File: config.mk
export PLATFORM = sky130hd
export DESIGN_NAME = pixel_scheduler
export DESIGN_NICKNAME = d
export VERILOG_FILES = /design/src/rtl/pixel_scheduler.sv
export SDC_FILE = /design/constraint.sdc
export NUM_CORES = 1
export LEC_CHECK = 0
export CORE_MARGIN = 4
export CORE_UTILIZATION = 47
export DETAILED_ROUTE_END_ITERATION = 12
export MAX_ROUTING_LAYER = met4
export PLACE_DENSITY = 0.88
export SYNTH_ARGS = -nofsm -noshare
export SYNTH_HDL_FRONTEND = slang
export SYNTH_SLANG_ARGS = --single-unit
File: constraint.sdc
create_clock -name CLK -period 2.5 [get_ports CLK]
set_input_delay 0.5 -clock CLK [delete_from_list [all_inputs] [get_ports CLK]]
set_output_delay 0.5 -clock CLK [all_outputs]
set_load 0.01 [all_outputs]
File: src/rtl/pixel_scheduler.sv
// pixel_scheduler: walks every pixel of a frame, runs the point generator on it
// and writes the saturated iteration count to the frame buffer in raster order.
module pixel_scheduler #(
    parameter int H_RES  = 640,
    parameter int V_RES  = 480,
    parameter int HBI    = 32,
    parameter int ADDR_W = 19
) (
    input  logic              CLK,
    input  logic              RST,
    input  logic              go,
    output logic              pg_start,
    output logic [11:0]       pg_x,
    output logic [11:0]       pg_y,
    input  logic              pg_done,
    input  logic [HBI-1:0]    pg_iteration,
    output logic              wr_en,
    output logic [ADDR_W-1:0] wr_addr,
    output logic [7:0]        wr_data,
    input  logic              wr_ready,
    output logic              busy,
    output logic              frame_done
);
    typedef enum logic [2:0] {IDLE, ISSUE, WAIT, WRITE, ADV} state_t;
    state_t state, state_n;
    logic last_col, last_pix;
    assign last_col = pg_x == 12'(H_RES - 1);
    assign last_pix = last_col && pg_y == 12'(V_RES - 1);
    always_comb begin
        state_n    = state;
        pg_start   = 1'b0;
        wr_en      = 1'b0;
        frame_done = 1'b0;
        busy       = state != IDLE;
        case (state)
            IDLE:    state_n = go ? ISSUE : IDLE;
            ISSUE: begin
                pg_start = 1'b1;
                state_n  = WAIT;
            end
            WAIT:    state_n = pg_done ? WRITE : WAIT;
            WRITE: begin
                wr_en   = 1'b1;
                state_n = wr_ready ? ADV : WRITE;
            end
            ADV: begin
                frame_done = last_pix;
                state_n    = last_pix ? IDLE : ISSUE;
            end
            default: state_n = IDLE;
        endcase
    end
    always_ff @(posedge CLK or posedge RST) begin
        if (RST) begin
            state   <= IDLE;
            pg_x    <= '0;
            pg_y    <= '0;
            wr_addr <= '0;
            wr_data <= '0;
        end else begin
            state <= state_n;
            if (state == IDLE && go) begin
                pg_x    <= '0;
                pg_y    <= '0;
                wr_addr <= '0;
            end
            if (state == WAIT && pg_done)
                wr_data <= (pg_iteration > HBI'(255)) ? 8'd255 : 8'(pg_iteration);
            // raster address tracks y*H_RES+x by counting instead of multiplying
            if (state == ADV && !last_pix) begin
                pg_x    <= last_col ? 12'd0 : pg_x + 12'd1;
                pg_y    <= last_col ? pg_y + 12'd1 : pg_y;
                wr_addr <= wr_addr + ADDR_W'(1);
            end
        end
    end
endmodule

==> flow_summary.toml <==
[timing]
finalCritPeriodShare_pct = 93.98
max-slew-margin-rel_pct = 65.06
finalHoldViolCount = 0
setup-tns-final_ps = 0
fmax_mhz = 425.6
final.min_clock_period_ps = 2349
drv_slew = 0
skew_ps = 9.591
setup_viol = 0
rsz0062_at_grt = "no"
worstMarginPinSlew_ps = 523.4

[floorplan]
pin_count = 92
num_rows = 28
core_area_um2 = 5991
dieArea_um2 = 7545
initial_core_util_pct = 48.79
die_w_um = 86.86
die_h_um = 86.86

[synth]
ys_seq_area_share_pct = 46.23
synth_cells = 293
synth_area_leaders = "dfrtp_1 46%, mux2i_1 4.8%, nand2_1 4.1%, nand3_1 3.9%, nor4_1 2.8%"
synth_top_flop_cell = "dfrtp_1"
synth-seq-cells = 54
synth_edf_count = 0
async_flop_share_pct = 100.0
avgSynthCellArea_um2 = 9.975
synth_warnings = 0
syn_area_um2 = 2923
yosysTopAreaCellShare_pct = 46.23
syn_nets = 333
synth_top_cell_by_area = "dfrtp_1"
yosysUniqueCellTypes = 56

[critical_path]
critPathArrivalTime_ps = 1850
cp-start-kind = "register"
crit_type = "register to primary output"
r2r.worst_path.cells = 7
path_max_fanout = 2
endpoint_kind = "primary output"
r2r-end = "wr_addr[9]"
reg2reg_slack_ps = 260
required_ps = 2000
reg2reg_from = "pg_y[0]"

[global_routing]
grt-ovfl-total = 0
grt_usage_pct = 22.46
grt_start_max_net_pins = 32
antenna_found_initial = 0
grt_pass1_vias = 2827
grt_pass1_wl_mm = 13.20

[routing]
ant_nets = 0
vias_per_cell = 5.771
drc = 0
wl_per_cell_um = 16.41
drtIter0Drc = 131
first_pass_iters = 5
num_vias = 2747
wirelength_mm = 7.813

[power_and_ir_drop]
peakVddDrop_uv = 298.6
finalPower_mw = 2.134
power_density_nw_per_um2 = 518.6
p_leak_nw = 1.717

[clock_network]
hold_buffers = 0
cts_root_buf = "clkbuf_8"
cts_max_path_buffers = 2
insertion_delay_ps = 310
postCtsSetupRepairBufs = 0
cts_sinks = 54
cts-buffers-inserted = 5
clkTransAtPathRegs_ps = 90
cts_tree = "done"
htreeDepth = 2

[layout]
layout-drive-gt1-share_pct = 10.72
nFillCells = 465
nets = 441
final_cell_mix = "90 x clkdlybuf4s50_1, 54 x dfrtp_1, 32 x nand2_1"
num_antenna_cells = 0
layout_commonest_cell = "clkdlybuf4s50_1"
syn_to_final_growth_pct = 40.75

[hold_path]
hp-class = "register to register"
holdPathStages = 1
min_from = "wr_addr[18]"
min_to = "wr_addr[18]"

[job]
drv_cap = 0

[placement]
dp_hpwl_mm = 5.910
place_congestion = 0.8471
numPortBuffers = 91

[status]
status = "completed"
routing by layer:
| layer | GRT usage [%] | up-vias | part of all wire, % |
|---|---|---|---|
| li1 | - | 1330 | - |
| met1 | 28.69 | 1327 | 43 |
| met2 | 36.23 | 79 | 51 |
| met3 | 4.068 | 11 | 4.7 |
| met5 | - | - | 0 |
| met4 | 7.224 | 0 | 1.4 |
layout make-up:
type / instances / area (um2) / share of cell area (%)
Sequential cell: 54 / 1351 / 32.85
Inverter: 9 / 33.78 / 0.8212
Tap cell: 75 / 93.84 / 2.281
Timing Repair Buffer: 110 / 1065 / 25.88
Multi-Input combinational cell: 221 / 1494 / 36.31
Clock buffer: 7 / 76.32 / 1.855
cell usage after synthesis, types with 5 or more instances:
cell type and n:
a21o_1 8, a21oi_1 5, a22o_1 5, and3_1 6
dfrtp_1 54, inv_1 9, mux2i_1 14, nand2_1 32
nand3_1 23, nand4_1 12, nor2_1 12, nor3_1 11
nor4_1 13, o21ai_1 11, o22a_1 8, or3_1 5
how the worst max path moves through the flow:
stage / to / from / slack [ps] / cells after the start
final: frame_done / pg_x[7] / 150 / 4
after global routing: frame_done / pg_y[0] / 70 / 5
after detailed placement: frame_done / pg_x[1] / 190 / 5
after global placement: frame_done / pg_x[7] / 270 / 4
after floorplan: wr_addr[2] / pg_y[0] / 330 / 7
after CTS: frame_done / pg_x[7] / 120 / 4
sequential cells by signal, indices dropped and copies added (netlist names):
| name | cells |
|---|---|
| wr_addr | 19 |
| pg_x | 12 |
| pg_y | 12 |
| wr_data | 8 |
| state | 3 |
report_power, final:
part,total (mW),switching (mW),internal [mW]
sequential,1.03,0.0973,0.933
clock,0.468,0.275,0.194
combinational,0.635,0.314,0.321
total,2.13,0.686,1.45
critical path, cell delays in order, from the launching register on:
cell           delay (ps)
dfrtp_1               390
or4_4                 560
nor3_4                150
and3_1                180
dlygate4sd2_1         260
cell families (layout without fill, tap and decap cells):
family / Yosys count / after routing / synth area share [%]
multiplexers: 18 / 18 / 6.335
AND/OR/NAND/NOR: 137 / 137 / 26.76
XOR/XNOR: 5 / 5 / 1.499
AO/OA/AOI/OAI: 58 / 58 / 15.07
flip-flops: 54 / 54 / 46.23
buffers and inverters: 18 / 126 / 2.825
adder cells (fa/ha/maj): 3 / 3 / 1.284
per-stage QoR:
stage	std cells	setup slack (ps)	area [um2]	utilization [%]	hold slack (ps)
2_1_floorplan	293	329.9	2923	-	509.2
3_3_place_gp	469	267.0	4034	67.34	465.2
3_5_place_dp	469	189.2	4034	67.34	479.5
4_1_cts	476	122.6	4114	68.67	500.9
5_1_grt	476	71.50	4114	68.67	515.0
6_report	476	150.5	4114	68.67	499.6
what timing repair did:
item                       in CTS  in global routing
setup endpoints to repair       1                  0
gates resized for setup         2                  0
hold endpoints to repair        0                  0
Power figures use the tool's default switching activity.
